## src/rtl/fifo_pkg.sv

```systemverilog
// Shared types and constants for the dual-clock FIFO and its read-side adapter.
// Data width is common to the FIFO core and every consumer.
package fifo_pkg;

    localparam int W_DATA       = 32;
    localparam int OQ_DEPTH_DEF = 2;
    localparam int CNT_W_DEF    = 16;

    typedef logic [W_DATA-1:0]    data_t;
    typedef logic [CNT_W_DEF-1:0] xfer_cnt_t;

endpackage

```

## src/rtl/fifo_oq_regfile.sv

```systemverilog
// Output queue storage for the read stream adapter.
// One write port, asynchronous read; contents are intentionally not reset.
module fifo_oq_regfile
    import fifo_pkg::*;
#(
    parameter int DW    = W_DATA,
    parameter int DEPTH = OQ_DEPTH_DEF,
    parameter int AW    = $clog2(DEPTH)
) (
    input  logic          clk,
    input  logic          we,
    input  logic [AW-1:0] waddr,
    input  logic [DW-1:0] wdata,
    input  logic [AW-1:0] raddr,
    output logic [DW-1:0] rdata
);

    logic [DW-1:0] mem_q [DEPTH];

    always_ff @(posedge clk) begin
        if (we) begin
            mem_q[waddr] <= wdata;
        end
    end

    assign rdata = mem_q[raddr];

endmodule

```

## src/rtl/fifo_rd_stream_adapter.sv

```systemverilog
// Read-domain adapter: FIFO pop/empty with 1-cycle read latency to a
// first-word-fall-through valid/ready stream with flush and transfer count.
module fifo_rd_stream_adapter
    import fifo_pkg::*;
#(
    parameter int DW       = W_DATA,
    parameter int OQ_DEPTH = OQ_DEPTH_DEF,
    parameter int CNT_W    = CNT_W_DEF
) (
    input  logic             rd_clk,
    input  logic             rd_rst,
    input  logic             fifo_empty,
    output logic             fifo_pop,
    input  logic [DW-1:0]    fifo_rd_data,
    input  logic             flush,
    output logic             m_valid,
    output logic [DW-1:0]    m_data,
    input  logic             m_ready,
    output logic [CNT_W-1:0] xfer_count,
    output logic             busy
);

    localparam int PW = $clog2(OQ_DEPTH);
    localparam int CW = $clog2(OQ_DEPTH) + 2;
    localparam logic [CW-1:0] DEPTH_C = CW'(OQ_DEPTH);
    localparam logic [PW-1:0] LAST_C  = PW'(OQ_DEPTH - 1);

    logic [CW-1:0]    count_q, count_d;
    logic [PW-1:0]    wr_ptr_q, wr_ptr_d;
    logic [PW-1:0]    rd_ptr_q, rd_ptr_d;
    logic             inflight_q, inflight_d;
    logic [CNT_W-1:0] xfer_q, xfer_d;

    logic             accept;
    logic             capture;
    logic [CW-1:0]    credit;

    function automatic logic [PW-1:0] ptr_inc(input logic [PW-1:0] p);
        return (p == LAST_C) ? '0 : p + PW'(1);
    endfunction

    // Credit counts words already queued plus the one on the RAM read port,
    // so a pop is only issued when a slot is guaranteed at capture time.
    always_comb begin
        m_valid    = (count_q != '0) & ~flush & ~rd_rst;
        accept     = m_valid & m_ready;
        capture    = inflight_q & ~flush;
        credit     = count_q + CW'(inflight_q) - CW'(accept);
        fifo_pop   = ~rd_rst & ~flush & ~fifo_empty & (credit < DEPTH_C);
        busy       = ~rd_rst & ((count_q != '0) | inflight_q);

        count_d    = count_q + CW'(capture) - CW'(accept);
        wr_ptr_d   = capture ? ptr_inc(wr_ptr_q) : wr_ptr_q;
        rd_ptr_d   = accept ? ptr_inc(rd_ptr_q) : rd_ptr_q;
        inflight_d = fifo_pop;
        xfer_d     = xfer_q + CNT_W'(accept);

        if (flush) begin
            count_d    = '0;
            wr_ptr_d   = '0;
            rd_ptr_d   = '0;
            inflight_d = 1'b0;
        end
    end

    always_ff @(posedge rd_clk) begin
        if (rd_rst) begin
            count_q    <= '0;
            wr_ptr_q   <= '0;
            rd_ptr_q   <= '0;
            inflight_q <= 1'b0;
            xfer_q     <= '0;
        end else begin
            count_q    <= count_d;
            wr_ptr_q   <= wr_ptr_d;
            rd_ptr_q   <= rd_ptr_d;
            inflight_q <= inflight_d;
            xfer_q     <= xfer_d;
        end
    end

    assign xfer_count = xfer_q;

    fifo_oq_regfile #(
        .DW    (DW),
        .DEPTH (OQ_DEPTH),
        .AW    (PW)
    ) u_oq (
        .clk   (rd_clk),
        .we    (capture),
        .waddr (wr_ptr_q),
        .wdata (fifo_rd_data),
        .raddr (rd_ptr_q),
        .rdata (m_data)
    );

endmodule

```

## config.mk

```make
export PLATFORM = sky130hd
export DESIGN_NAME = fifo_rd_stream_adapter
export DESIGN_NICKNAME = d
export VERILOG_FILES = /design/src/rtl/fifo_pkg.sv /design/src/rtl/fifo_oq_regfile.sv /design/src/rtl/fifo_rd_stream_adapter.sv
export SDC_FILE = /design/constraint.sdc
export NUM_CORES = 1
export LEC_CHECK = 0
export ABC_AREA = 0
export BUFFER_PORTS_ARGS = -buffer_cell sky130_fd_sc_hd__clkbuf_2
export CAP_MARGIN = 20
export CORE_MARGIN = 2
export CORE_UTILIZATION = 45
export CTS_CLUSTER_DIAMETER = 100
export CTS_CLUSTER_SIZE = 8
export DETAILED_ROUTE_END_ITERATION = 8
export PLACE_DENSITY = 0.81
export RECOVER_POWER = 50
export SLEW_MARGIN = 40
export SYNTH_ARGS = -nofsm -noshare
export SYNTH_HDL_FRONTEND = slang
export SYNTH_SLANG_ARGS = --single-unit
```

## constraint.sdc

```tcl
create_clock -name rd_clk -period 3.2 [get_ports rd_clk]
set_clock_uncertainty 0.05 [all_clocks]
set_input_delay 0.32 -clock rd_clk [delete_from_list [all_inputs] [get_ports rd_clk]]
set_output_delay 0.32 -clock rd_clk [all_outputs]
set_load 0.02 [all_outputs]
```

======== Word-level counts from Yosys, hierarchy flattened ========
Memory sizes are Yosys's and may differ from the RTL's. A register that Yosys moved wholly into a read port is not among the register bits.
Index checks and enable logic that the tools add are counted.
W data, S select, Z words.
storage, ports and cells
  memory bits (writable) .................. 64
  register bits after elaboration ......... 22
  bits of input ports ..................... 37
  logic and storage cells ................. 34
  memories kept ........................... 1
cells by class
  $add $sub $neg .......................... 7
  bitwise operators ....................... 12
  magnitude comparators ................... 1
  reduce and logical (&&, ||, !) cells .... 2
  muxes and demuxes ....................... 6
memory list
  memory      depth  bits a word  read ports  clocked after Yosys merged registers in  write ports  line                   text
  u_oq.mem_q  2      32           1           1                                        1            fifo_oq_regfile.sv:18  logic [DW-1:0] mem_q [DEPTH];
operators by type and width
  kind                   count
  $add A16 B1 Y16        1
  $and A1 B1 Y1          8
  $add A3 B1 Y3          2
  $mux W1                6
  $sub A3 B1 Y3          2
  $lt A3 B2 Y1 const B   1
  $not A1 Y1             3
  $reduce_bool A3 Y1     1
  $add A1 B1 Y1 const B  2
  $reduce_or A2 Y1       1
  $or A1 B1 Y1           1

======== Depth between registers and ports, before layout ========
  depth in word-level cells ............... 7
  mapped depth ............................ 10
  depth with buffers taken out ............ 9

======== Modules after synthesis ========
Synthesis repeated with hierarchy kept, for this count alone.
second synthesis, totals
  cells, all modules ...................... 221
  area, all modules ....................... 3557.2 µm²
by module, submodules not included
  module                  instances  cells an instance  seq. area each (µm²)  area each (µm²)
  fifo_oq_regfile         1          102                1921.8                2478.6
  fifo_rd_stream_adapter  1          119                440.4                 1078.5

======== Least setup slack after synthesis ========
No wires, ideal clock.
  kind .................................... reg2out
  from .................................... reg count_q[1]
  to ...................................... out fifo_pop
  stages on the path, launching flop included .. 8
  arrival ................................. 2657 ps
  path slack .............................. 173 ps
  cell sequence ........................... dfxtp_1 -> or3_1 -> and3_1 -> ha_1 -> nand2b_1 -> fa_1 -> xor2_1 -> nor4b_1
between the ends
  longest elaborated chain between the ends .. 7
ends and longest elaborated chain
  what                         line                          text
  start, declared              fifo_rd_stream_adapter.sv:28  logic [CW-1:0] count_q, count_d;
  start signal, assigned       fifo_rd_stream_adapter.sv:74  count_q <= count_d;
  $reduce_bool A3 Y1           fifo_rd_stream_adapter.sv:45  m_valid = (count_q != '0) & ~flush & ~rd_rst;
  $and A1 B1 Y1 (2 in series)  fifo_rd_stream_adapter.sv:45
  $and A1 B1 Y1                fifo_rd_stream_adapter.sv:46  accept = m_valid & m_ready;
  net accept                   fifo_rd_stream_adapter.sv:34  logic accept;
  $sub A3 B1 Y3                fifo_rd_stream_adapter.sv:48  credit = count_q + CW'(inflight_q) - CW'(accept);
  $lt A3 B2 Y1                 fifo_rd_stream_adapter.sv:49  fifo_pop = ~rd_rst & ~flush & ~fifo_empty & (credit < DEPTH_C);
  $and A1 B1 Y1                fifo_rd_stream_adapter.sv:49
  end, declared                fifo_rd_stream_adapter.sv:13  output logic fifo_pop,
The timed path passes the listed nets, and every way through them passes these cells.

======== Worst setup path in the final report ========
  from .................................... reg count_q[0]
  to ...................................... out fifo_pop
Same word-level chain as after synthesis.

==> impl_metrics.json <==
{
  "fmax_mhz": 328,
  "diodes": 0,
  "power.switching_w": 0.000426,
  "hold_buffers": 0,
  "min_period_ps": 3050,
  "p_int_w": 0.00153,
  "min_period_over_period": 0.953,
  "synth_compound_area_frac": 0.0117,
  "io_pins": 88,
  "drv_cap": 2,
  "synth_ff_type": "edfxtp_1",
  "drt_iter0_drc": 64,
  "worstSkewPairLatency_ps": 350,
  "antenna_found_initial": 0,
  "clockBufferDepth": 2,
  "synth_top_family_by_area": "multiplexers",
  "die_h_um": 91.1,
  "ys_seq_elements": 87,
  "status": "finished with violations",
  "ant_nets": 0,
  "core_area_um2": 7290,
  "synth_edf_count": 64,
  "cts_root_buffer": "clkbuf_8",
  "layout.cells.non_filler": 420,
  "dieWidth_um": 91.1,
  "ys_types": 32,
  "rsz0062_at_grt": "false",
  "seqPwrFrac": 0.623,
  "utilization": 0.570,
  "whs_ps": 99.4,
  "grt_pass1_vias": 2060,
  "grt_pass1_wl_um": 9620,
  "syn-num-nets": 264,
  "routed_wl_um": 6000,
  "worstPathCellList": "or3_4 > and3_4 > ha_1 > nand2b_1 > fa_1 > xor2_1 > nor4b_2 > buf_4",
  "clkPwrFrac": 0.340,
  "grt_overflow": 0,
  "cts_tree": "built",
  "yosys.area_share.simple": 0.0964,
  "slowest_stage": "or3_4",
  "p_per_area_nw_per_um2": 471,
  "grt_usage": 0.150,
  "yosysWarnings": 0,
  "synthCells": 220,
  "start_util": 0.468,
  "netlist_area_um2": 3410,
  "endpoint_kind": "output pin",
  "ir_drop_mv": 0.207,
  "vias_per_cell": 4.90,
  "route.vias.total": 2060,
  "drtPass1Iterations": 4,
  "place_inst": 403,
  "drv_slew": 15,
  "critPathTopFamily": "simple AND/OR/NAND/NOR gates",
  "crit_path_max_incr_delay_ps": 400,
  "wire_per_inst_um": 14.3,
  "violations": "max-capacitance violations, max-slew violations",
  "reg2reg_slack_ps": 880,
  "path_class": "reg -> out",
  "start_kind": "flop",
  "hold_viol": 0,
  "avgSynthCellArea_um2": 15.5,
  "synthXorXnorAreaFrac": 0.0333,
  "synthAdderAreaFrac": 0.0300,
  "combPwrFrac": 0.037,
  "drive_gt1_frac": 0.330,
  "htree_levels": 3,
  "drc": 0,
  "port_buffers": 87,
  "dieArea_um2": 8300,
  "async_flop_share": 0,
  "path_max_fanout": 4,
  "num-nets-final": 360,
  "hpwl_um": 4290,
  "hp-class": "in -> reg",
  "relSlewSlack": -0.0547,
  "p_leak_nw": 1.47,
  "cts_sinks": 87,
  "seq_area_frac_synth": 0.698,
  "synthMuxAreaShare": 0.112,
  "row_count": 31,
  "switching_share": 0.218,
  "syn_to_final_growth_pct": 21.7,
  "numCtsBuffers": 9,
  "critPathBufInv": 1,
  "tns_ps": 0,
  "worstMarginPinSlew_ps": 1580,
  "grt_max_degree": 33,
  "setup_viol": 0,
  "worst_ep_required_time_ps": 2830,
  "total_power_w": 0.00196,
  "arrival_ps": 2680,
  "finalWeightedCongestion": 0.748,
  "clk_pin_slew_worst_paths_ps": 90
}
## stage by stage
| stage | setup WS, ps | cell area, um^2 |
|---|---|---|
| after floorplan | 173 | 3410 |
| after global routing | 38.8 | 4160 |
| after global placement | 360 | 3970 |
| final | 151 | 4160 |
| after detailed placement | 361 | 4020 |
| after CTS | 4.31 | 4220 |
## logic make-up (layout without fill, tap and decap cells)
kind of cell,Yosys count,after routing
simple gates,57,57
fa+ha+maj,7,7
xor+xnor,13,13
mux,34,34
flops,87,87
buf+inv,14,115
compound gates,8,8
## state kept, by name (all words and copies together), names as in the netlist, named ones only
register / count
u_oq.mem_q: 64
xfer_count: 16
count_q: 3
inflight_q: 1
rd_ptr_q: 1
wr_ptr_q: 1
## routing by layer
metal  track usage  part of all wire  up-vias
met5             0                 0        -
met2         0.244              0.49       71
met4        0.0606             0.015        0
met3        0.0498             0.070        9
li1              -                 -      990
met1         0.185              0.43      990
## placed cells by master, fill, tap and decap left out
cell type	count
inv_1	7
or3_4	1
a21oi_1	4
xnor2_1	8
nor4_1	4
mux2_1	5
dfxtp_1	22
nand4_1	1
mux2_2	29
nand2_1	5
nand4_4	1
buf_4	4
and3_4	1
inv_6	2
clkbuf_8	9
xor2_1	5
or3_1	4
nor2b_1	3
nor4_2	1
and2_1	2
edfxtp_1	64
fa_1	2
clkinv_2	2
nor4b_1	1
nor3b_2	1
buf_16	2
nand3_2	1
ha_1	5
nor2_1	21
nor4b_2	1
clkinvlp_4	2
clkbuf_2	45
nand2b_1	2
nor3_2	1
or2_2	1
nand3_1	4
or2_4	1
o21ai_0	4
dfxtp_4	1
clkbuf_1	42
## what timing repair did
item,4_1_cts,5_1_grt
pin swaps,1,1
endpoints found under the setup margin,1,1
gates resized for setup,5,2
hold endpoints to repair,0,0
setup buffers,1,0
## cells in the mapped netlist, types with 2 or more instances
cell type	instances	area, um^2
ha_1	5	62.6
nand2_1	5	18.8
fa_1	2	40.0
xnor2_1	8	70.1
nor2_1	21	78.8
nor4b_1	2	17.5
mux2_2	29	327
a21oi_1	4	20.0
nand2b_1	2	12.5
xor2_1	5	43.8
o21ai_0	4	20.0
buf_2	3	15.0
clkbuf_1	3	11.3
and2_1	2	12.5
nor4_1	4	25.0
nor2b_1	3	18.8
dfxtp_1	23	460
mux2_1	5	56.3
or3_1	5	31.3
nand3_1	4	20.0
inv_1	7	26.3
edfxtp_1	64	1920
## power groups by stage
stage	clock, W	combinational, W	sequential (W)
after floorplan	0	0.0000342	0.00125
after global placement	0	0.0000722	0.00125
after detailed placement	0	0.0000772	0.00125
after CTS	0.000682	0.0000783	0.00122
after global routing	0.000718	0.0000802	0.00122
final	0.000666	0.0000727	0.00122
## final cells by class
class	count	area (um^2)
Inverter	7	26.3
Tap cell	99	124
Multi-Input combinational cell	119	985
Clock inverter	6	42.5
Fill cell	640	3140
Timing Repair Buffer	92	464
Clock buffer	10	128
Sequential cell	87	2390
## worst paths after layout
| kind | start | end | cells after the start |
|---|---|---|---|
| setup / recovery | count_q[0]$_SDFF_PP0_ | fifo_pop | 8 |
| hold / removal | fifo_rd_data[10] | u_oq.mem_q[1][10]$_DFFE_PP_ | 1 |
| setup reg to reg | inflight_q$_SDFF_PP0_ | u_oq.mem_q[0][22]$_DFFE_PP_ | 3 |
| hold reg to reg | xfer_count[8]$_SDFF_PP0_ | xfer_count[8]$_SDFF_PP0_ | 2 |
Note: power is estimated with default switching activity, not from simulation.
